--- config.mk ---
export PLATFORM = sky130hd
export DESIGN_NAME = accum_core
export DESIGN_NICKNAME = d
export VERILOG_FILES = /design/src/rtl/accum_core.sv
export SDC_FILE = /design/constraint.sdc
export NUM_CORES = 1
export LEC_CHECK = 0
export CORE_UTILIZATION = 50
export CTS_BUF_LIST = sky130_fd_sc_hd__clkbuf_4 sky130_fd_sc_hd__clkbuf_8
export DETAILED_ROUTE_END_ITERATION = 8
export GPL_TIMING_DRIVEN = 0
export HOLD_SLACK_MARGIN = 0.05
export PLACE_DENSITY = 0.73
export SLEW_MARGIN = 40
export SYNTH_ARGS = -nofsm -noshare
export SYNTH_HDL_FRONTEND = slang
export SYNTH_SLANG_ARGS = --single-unit
--- constraint.sdc ---
create_clock -name clk -period 6.4 [get_ports clk]
set_input_delay 1.92 -clock clk [delete_from_list [all_inputs] [get_ports clk]]
set_output_delay 1.92 -clock clk [all_outputs]
set_load 0.05 [all_outputs]
--- src/rtl/accum_core.sv ---
`default_nettype none
// ============================================================================
// Module      : accum_core
// Description : Parametrised multi-cycle accumulator processor core.
//               Unpipelined FETCH -> DECODE -> EXEC (-> MEM) sequencer with an
//               accumulator, a small register file, a carry flag and a
//               terminal HALT state. Instruction and data memory share one
//               external synchronous-read port.
// Revision    : 1.0 - initial release
// ----------------------------------------------------------------------------
// Parameters:
//   DW        data, address and instruction width (>= 6)
//   NREG      register-file entries, power of 2, 2 <= NREG <= 2^(DW-3)
//   RESET_PC  program counter value loaded by reset
// Ports:
//   clk        in   1   clock, all state updates on posedge
//   rst        in   1   synchronous active-high reset
//   run        in   1   fetch enable, sampled only in FETCH
//   mem_addr   out  DW  memory address (pc, or acc for LW/SW in EXEC)
//   mem_wdata  out  DW  store data (R[r] during SW EXEC, else 0)
//   mem_we     out  1   write strobe, high only in SW EXEC and never in reset
//   mem_rdata  in   DW  read data, valid the cycle after mem_addr
//   acc_out    out  DW  accumulator
//   pc_out     out  DW  program counter
//   carry      out  1   carry / borrow flag
//   halted     out  1   core sits in HALT
//   retire     out  1   pulse in the final cycle of each instruction
// ============================================================================
module accum_core #(
    parameter int DW       = 8,
    parameter int NREG     = 4,
    parameter int RESET_PC = 0
) (
    input  logic          clk,
    input  logic          rst,
    input  logic          run,
    output logic [DW-1:0] mem_addr,
    output logic [DW-1:0] mem_wdata,
    output logic          mem_we,
    input  logic [DW-1:0] mem_rdata,
    output logic [DW-1:0] acc_out,
    output logic [DW-1:0] pc_out,
    output logic          carry,
    output logic          halted,
    output logic          retire
);

    localparam int            c_RW       = $clog2(NREG);
    localparam int            c_OW       = DW - 3;
    localparam logic [DW-1:0] c_RESET_PC = DW'(RESET_PC);
    localparam logic [DW-1:0] c_ONE      = DW'(1);

    // Sequencer states
    localparam logic [2:0] c_ST_FETCH  = 3'd0;
    localparam logic [2:0] c_ST_DECODE = 3'd1;
    localparam logic [2:0] c_ST_EXEC   = 3'd2;
    localparam logic [2:0] c_ST_MEM    = 3'd3;
    localparam logic [2:0] c_ST_HALT   = 3'd4;

    // Opcodes
    localparam logic [2:0] c_OP_ADD = 3'd0;
    localparam logic [2:0] c_OP_SUB = 3'd1;
    localparam logic [2:0] c_OP_AND = 3'd2;
    localparam logic [2:0] c_OP_LI  = 3'd3;
    localparam logic [2:0] c_OP_MOV = 3'd4;
    localparam logic [2:0] c_OP_LW  = 3'd5;
    localparam logic [2:0] c_OP_SW  = 3'd6;
    localparam logic [2:0] c_OP_BRZ = 3'd7;

    logic [2:0]    r_state;
    logic [DW-1:0] r_pc;
    logic [DW-1:0] r_acc;
    logic          r_carry;
    logic [DW-1:0] r_instr;
    logic [DW-1:0] r_regs [NREG];

    logic [2:0]      w_op;
    logic [c_OW-1:0] w_operand;
    logic [c_RW-1:0] w_ridx;
    logic [DW-1:0]   w_rval;
    logic [DW-1:0]   w_li_val;
    logic [DW:0]     w_sum;
    logic [DW:0]     w_diff;
    logic            w_is_halt;

    // Instruction fields come from the latched instruction, so they are
    // stable throughout EXEC and MEM.
    assign w_op      = r_instr[DW-1:DW-3];
    assign w_operand = r_instr[DW-4:0];
    assign w_ridx    = w_operand[c_RW-1:0];
    assign w_rval    = r_regs[w_ridx];
    assign w_li_val  = {{3{w_operand[c_OW-1]}}, w_operand};

    // One extra bit on both adders: bit DW of the sum is the carry-out and
    // bit DW of the difference is the unsigned borrow (acc < R[r]).
    assign w_sum     = {1'b0, r_acc} + {1'b0, w_rval};
    assign w_diff    = {1'b0, r_acc} - {1'b0, w_rval};

    // BRZ with an all-ones operand is the HALT encoding; it halts
    // unconditionally and never branches.
    assign w_is_halt = (w_op == c_OP_BRZ) && (&w_operand);

    always_ff @(posedge clk) begin
        if (rst) begin
            r_state <= c_ST_FETCH;
            r_pc    <= c_RESET_PC;
            r_acc   <= '0;
            r_carry <= 1'b0;
            r_instr <= '0;
            for (int i = 0; i < NREG; i++) begin
                r_regs[i] <= '0;
            end
        end else begin
            case (r_state)
                c_ST_FETCH: begin
                    if (run) begin
                        r_state <= c_ST_DECODE;
                    end
                end
                c_ST_DECODE: begin
                    r_instr <= mem_rdata;
                    r_pc    <= r_pc + c_ONE;
                    r_state <= c_ST_EXEC;
                end
                c_ST_EXEC: begin
                    r_state <= c_ST_FETCH;
                    case (w_op)
                        c_OP_ADD: begin
                            r_acc   <= w_sum[DW-1:0];
                            r_carry <= w_sum[DW];
                        end
                        c_OP_SUB: begin
                            r_acc   <= w_diff[DW-1:0];
                            r_carry <= w_diff[DW];
                        end
                        c_OP_AND: r_acc <= r_acc & w_rval;
                        c_OP_LI:  r_acc <= w_li_val;
                        c_OP_MOV: r_regs[w_ridx] <= r_acc;
                        c_OP_LW:  r_state <= c_ST_MEM;
                        c_OP_SW:  ; // store is driven combinationally below
                        c_OP_BRZ: begin
                            if (w_is_halt) begin
                                r_state <= c_ST_HALT;
                            end else if (r_acc == '0) begin
                                // Overrides the pc+1 done in DECODE.
                                r_pc <= w_rval;
                            end
                        end
                        default: ;
                    endcase
                end
                c_ST_MEM: begin
                    r_regs[w_ridx] <= mem_rdata;
                    r_state        <= c_ST_FETCH;
                end
                c_ST_HALT: begin
                    r_state <= c_ST_HALT;
                end
                default: begin
                    r_state <= c_ST_FETCH;
                end
            endcase
        end
    end

    // Memory port and retire strobe are decoded from the state register.
    // mem_we is additionally masked by rst so a reset landing on a SW EXEC
    // cycle suppresses the store at that same edge.
    always_comb begin
        mem_addr  = r_pc;
        mem_wdata = '0;
        mem_we    = 1'b0;
        retire    = 1'b0;
        if (r_state == c_ST_EXEC) begin
            retire = (w_op != c_OP_LW);
            if (w_op == c_OP_LW) begin
                mem_addr = r_acc;
            end
            if (w_op == c_OP_SW) begin
                mem_addr  = r_acc;
                mem_wdata = w_rval;
                mem_we    = ~rst;
            end
        end
        if (r_state == c_ST_MEM) begin
            retire = 1'b1;
        end
    end

    assign acc_out = r_acc;
    assign pc_out  = r_pc;
    assign carry   = r_carry;
    assign halted  = (r_state == c_ST_HALT);

endmodule
`default_nettype wire

==> flow_summary.toml <==
[status]
status = "completed"

[worst_hold_path]
holdPathStages = 2
min_to = "r_instr[2]"
hp-class = "flop to flop"
hp-start = "r_instr[2]"

[critical_path]
critical_path.max_fanout = 10
worstPathArrival_ps = 4190
reg2reg_slack_ps = 2930
critPathKind = "input pin to primary output"
rr_endpoint = "acc_out[6]"
crit_path_end_kind = "primary output"
worstRegToRegCells = 10
worstPathRequired_ps = 4480
critPathLaunchType = "input pin"
startpoint = "rst"

[synthesis]
yosysWarnings = 0
synth_nets = 463
synth_area_leaders = "edfxtp_1 24%, dfxtp_1 15%, ha_1 5.9%"
async_flop_share_pct = 0
netlist_area_um2 = 4010
yosys.area.top_type = "edfxtp_1"
ys_ff_latch = 62
syn_avg_cell_area_um2 = 9.30
yosysSeqAreaShare_pct = 39.0
ys_types = 64
synth_top_area_share_pct = 24.0
synthFlopType = "edfxtp_1"
synthCells = 431
yosysMostFrequentCell = "nor2_1"
synthTopCellsByCount = "55 x nor2_1, 42 x nand2_1, 32 x edfxtp_1, 30 x a21oi_1, 30 x dfxtp_1"
synth-edff-count = 32

[sta]
finClkSkew_ps = 18.2
fin_crit_sh_pct = 95.4
max_slew_margin_pct = 54.3
period_needed_ps = 6110
report.final.slew_viol_count = 0
setup_violations = 0
hold_viol = 0
rsz0062_at_grt = "false"
tns_ps = 0
tightest_slew_ps = 684
max_freq_ghz = 0.164

[routing]
wl_per_cell_um = 19.0
drt_iter0_drc = 321
vias = 3589
drc = 0
vias_per_cell = 6.03
drt_pass1_iterations = 5
routed_wl_um = 11300
postRouteAntennaNets = 0

[die]
die_w_um = 91.5
fp.dieH_um = 91.5
start_util_pct = 51.8
floorplan.rows = 32
io_pins = 47
coreArea_um2 = 7730
die_area_um2 = 8380

[finish]
drive_gt1_share_pct = 13.8
area_growth_pct = 21.0
num-fill-cells = 654
fin_util_pct = 62.7
diodes = 0
nNetsFinal = 520

[grt]
grtUsageTotal_pct = 27.9
antenna_found_initial = 0
overflow = 0
grt_pass1_wl_um = 17500
first_global_vias = 3341
grt_max_degree = 14

[clock_tree]
cts_hold_buf = 0
path_clk_slew_ps = 70
post-cts-setup-buffers = 0
clkSinkCount = 62
insertion_delay_ps = 360
cts-htree-levels = 3
cts_tree = "yes"
cts-root-buf = "clkbuf_8"
cts_resized = 0
cts_buffer_depth = 2
cts_made_buffers = 9

[power]
max-vdd-ir-drop_mv = 0.181
p_leak_nw = 1.77
p_per_area_nw_per_um2 = 224

[place]
place_congestion = 0.886
port_buffers = 46
dp_hpwl_um = 8220

[run]
maxCapViolations = 0
## logic make-up after synthesis
| kind of cell | count (synthesis) | share of synthesized area (%) |
|---|---|---|
| simple gates | 176 | 22.4 |
| compound gates | 95 | 15.6 |
| flops | 62 | 39.0 |
| buf+inv | 45 | 4.84 |
| mux | 27 | 10.2 |
| fa+ha+maj | 21 | 6.93 |
| xor+xnor | 5 | 1.09 |
## worst max-delay path: stages
cell and delay, ps:
clkdlybuf4s50_1 470, clkbuf_1 410, clkbuf_1 520, nor3_1 130
clkdlybuf4s50_1 720
## cells in the final DEF, fill, tap and decap left out, types with 14 or more instances in the layout
master and count:
nor2_1 55, clkdlybuf4s50_1 46, nand2_1 42, edfxtp_1 32, a21oi_1 30, dfxtp_1 30
nor3_1 19, ha_1 19, inv_1 16, o21ai_0 16, buf_2 14
## registers in the layout, summed over array words and instances (netlist names), named ones only
name     count
r_regs      32
acc_out      8
pc_out       8
r_instr      8
r_state      3
carry        1
## stage by stage
step | hold slack, ps | cells | instance area, um^2 | power [mW] | worst slack [ps]
after floorplan | 442 | 431 | 4010 | 0.582 | 1050
after global placement | 477 | 579 | 4590 | 0.637 | 295
after detailed placement | 486 | 579 | 4590 | 0.639 | 321
after CTS | 498 | 595 | 4850 | 1.08 | 316
after global routing | 526 | 595 | 4850 | 1.11 | 210
final | 497 | 595 | 4850 | 1.08 | 294
## worst max-delay path by stage
stage / to / depth (start not counted) / slack (ps)
floorplan: mem_we / 3 / 1050
global placement: mem_we / 5 / 290
detailed placement: mem_we / 5 / 320
CTS: mem_we / 5 / 320
global route: mem_we / 5 / 210
finish: mem_we / 5 / 290
## cell type report
type                    instances  area [um^2]  area share, %
plain buffers                  28          130           2.69
clock buffers                   9          124           2.56
clock inverters                 7          128           2.63
inverters                      17         63.8           1.32
multi-input cells             324         2250           46.4
flip-flops and latches         62         1560           32.2
well taps                     102          128           2.63
repair buffers                 46          460           9.50
## report_power, final
part / switching [mW] / internal [mW]
combinational: 0.118 / 0.0717
clock: 0.185 / 0.266
sequential: 0.0137 / 0.431
total: 0.316 / 0.768
## per-layer routing
| layer | GRT usage, % | part of all wire, % | wire [um] | up-vias |
|---|---|---|---|---|
| met5 | 0 | 0 | 0 | - |
| met4 | 9.66 | 1.8 | 205 | 0 |
| met3 | 5.36 | 6.7 | 754 | 19 |
| met2 | 46.9 | 49 | 5510 | 159 |
| met1 | 35.7 | 43 | 4810 | 1726 |
| li1 | - | - | - | 1685 |
No activity file was read; power rests on OpenSTA's default activity.
==> RTL change, RTL diff (same flow settings) <==
Put a register stage on the output `halted`, cleared by the reset. The value now appears one clock later. The other outputs are not delayed to match.
--- a/src/rtl/accum_core.sv
+++ b/src/rtl/accum_core.sv
@@ -190,7 +190,13 @@
     assign acc_out = r_acc;
     assign pc_out  = r_pc;
     assign carry   = r_carry;
-    assign halted  = (r_state == c_ST_HALT);
+    always_ff @(posedge clk) begin
+        if (rst) begin
+            halted <= '0;
+        end else begin
+            halted <= (r_state == c_ST_HALT);
+        end
+    end
 
 endmodule
 `default_nettype wire
Check against the original RTL: not equivalent (a bounded check fails within 4 cycles, from zero or initial values and one cycle with rst high).
==> RTL change against the original RTL <==
  * Die area is 0.34% lower
  * Design area shrank 1.2%
  * Maximum frequency grew 3.0%
  * Routed wire length is 1.8% higher
  * Setup slack improved by 180 ps
  * Worst hold slack gained 27 ps
  * Sequential cell count is 1 higher
  * Area after synthesis decreased by 0.34%
  * Sequential share of layout area up 0.81 points
  * Power decreased by 6.9%
  * Global-route usage up 1.3 points
  * Critical path depth unchanged
  * First-iteration DRC count is 7.8% higher
==> RTL change: results (changes against the original RTL) <==
\begin{tabular}{lr}
\hline
Metric & Value \\
\hline
\multicolumn{2}{l}{\textbf{Status}} \\
\quad Run status & finished clean \\
\multicolumn{2}{l}{\textbf{GRT}} \\
\quad Vias in the first global route & 3,459 (+3.5\%) \\
\quad Total routing resource utilization after global routing & 29.2\% (+1.3 points) \\
\quad Met2 routing resource usage after global routing & 47.0\% (about the same) \\
\quad First-pass GRT wire length & 18.2 mm (+3.7\%) \\
\quad Met1 capacity usage during global routing & 37.8\% (+2.1 points) \\
\multicolumn{2}{l}{\textbf{Route}} \\
\quad Wire length on met1 & 4.81 mm (about the same) \\
\quad Iter 0 DRT Violations & 346 (+7.8\%) \\
\quad Met2 Wirelength & 5.41 mm (-1.9\%) \\
\multicolumn{2}{l}{\textbf{Synth}} \\
\quad Xor and xnor area share after synthesis & 0.658\% (-0.43 points) \\
\quad Top cells by area in the synthesized netlist & sky130\_fd\_sc\_hd\_\_edfxtp\_1 (24\%), sky130\_fd\_sc\_hd\_\_dfxtp\_1 (16\%), sky130\_fd\_sc\_hd\_\_nor2\_1 (6.1\%), sky130\_fd\_sc\_hd\_\_ha\_1 (6.0\%), sky130\_fd\_sc\_hd\_\_mux4\_2 (5.6\%) \\
\quad Mux cell area share after synthesis & 12.2\% (+2.0 points) \\
\quad Complex-gate fraction of the synthesized area & 15.4\% (-0.26 points) \\
\quad Seq/Total Area, Yosys & 39.6\% (+0.64 points) \\
\quad Most common library cells after synthesis & sky130\_fd\_sc\_hd\_\_nor2\_1 (65), sky130\_fd\_sc\_hd\_\_edfxtp\_1 (32), sky130\_fd\_sc\_hd\_\_dfxtp\_1 (31) \\
\quad Netlist cell types & 63 (-1.6\%) \\
\multicolumn{2}{l}{\textbf{Place}} \\
\quad Place WS & 537 ps (+216 ps) \\
\quad Final Wtd Congestion & 0.866 (-2.3\%) \\
\quad Half-perimeter wire length of the detailed placement result & 8.27 mm (+0.67\%) \\
\multicolumn{2}{l}{\textbf{Power and ir drop}} \\
\quad Design internal power & 0.696 mW (-9.4\%) \\
\quad Maximum vdd ir drop & 0.000203 V (+12\%) \\
\multicolumn{2}{l}{\textbf{Critical path}} \\
\quad WP data arrival & 4010 ps (-180 ps) \\
\multicolumn{2}{l}{\textbf{Finish}} \\
\quad Number of fill cells & 640 (-2.1\%) \\
\quad Net count reported at finish & 512 (-1.5\%) \\
\multicolumn{2}{l}{\textbf{STA}} \\
\quad Final clock skew & 11.1 ps (-7.20 ps) \\
\hline
\end{tabular}
## RTL change: layout make-up
class / instances / area, um2 / share of cell area, %
clock inverters: 7 / 77.6 / 1.62
multi-input cells: 312 / 2210 / 46.1
clock buffers: 9 / 124 / 2.59
plain buffers: 29 / 138 / 2.88
inverters: 19 / 71.3 / 1.49
repair buffers: 46 / 460 / 9.62
flip-flops and latches: 63 / 1580 / 33.0
well taps: 102 / 128 / 2.67
## RTL change: path summary, 6_finish.rpt
| kind | start | to | slack [ps] | cells past startpoint |
|---|---|---|---|---|
| min reg2reg | pc_out[7] | pc_out[7] | 520 | 2 |
| min | pc_out[7] | pc_out[7] | 520 | 2 |
| max reg2reg | register | acc_out[6] | 2990 | 10 |
| max | rst | mem_we | 470 | 5 |
## RTL change: cell families (layout without fill, tap and decap cells)
logic type	count (synthesis)	after routing
DFF	63	63
AOI/OAI and AO/OA	92	92
xor gates and xnor gates	3	3
muxes	35	35
and+or+nand+nor	161	161
adders and majority gates	21	21
buffers and inverters	48	110
## RTL change: tightest hold or removal path, cell delays in order (launching register included)
cell and delay, ps:
sky130_fd_sc_hd__dfxtp_1 340, sky130_fd_sc_hd__o21ai_0 80, sky130_fd_sc_hd__a21oi_1 60
## RTL change: power by group through the flow
stage	sequential (mW)	combinational (mW)	clock, mW
global route	0.454	0.209	0.383
CTS	0.452	0.191	0.365
finish	0.452	0.194	0.363
detailed placement	0.461	0.190	0
floorplan	0.470	0.122	0
global placement	0.460	0.186	0
## RTL change: stage by stage
step	std cells	util (%)	hold WS (ps)	total power [mW]
global placement	571	59.3	500	0.646
floorplan	423	-	470	0.591
global route	587	61.9	548	1.05
CTS	587	61.9	521	1.01
finish	587	61.9	525	1.01
detailed placement	571	59.3	506	0.651
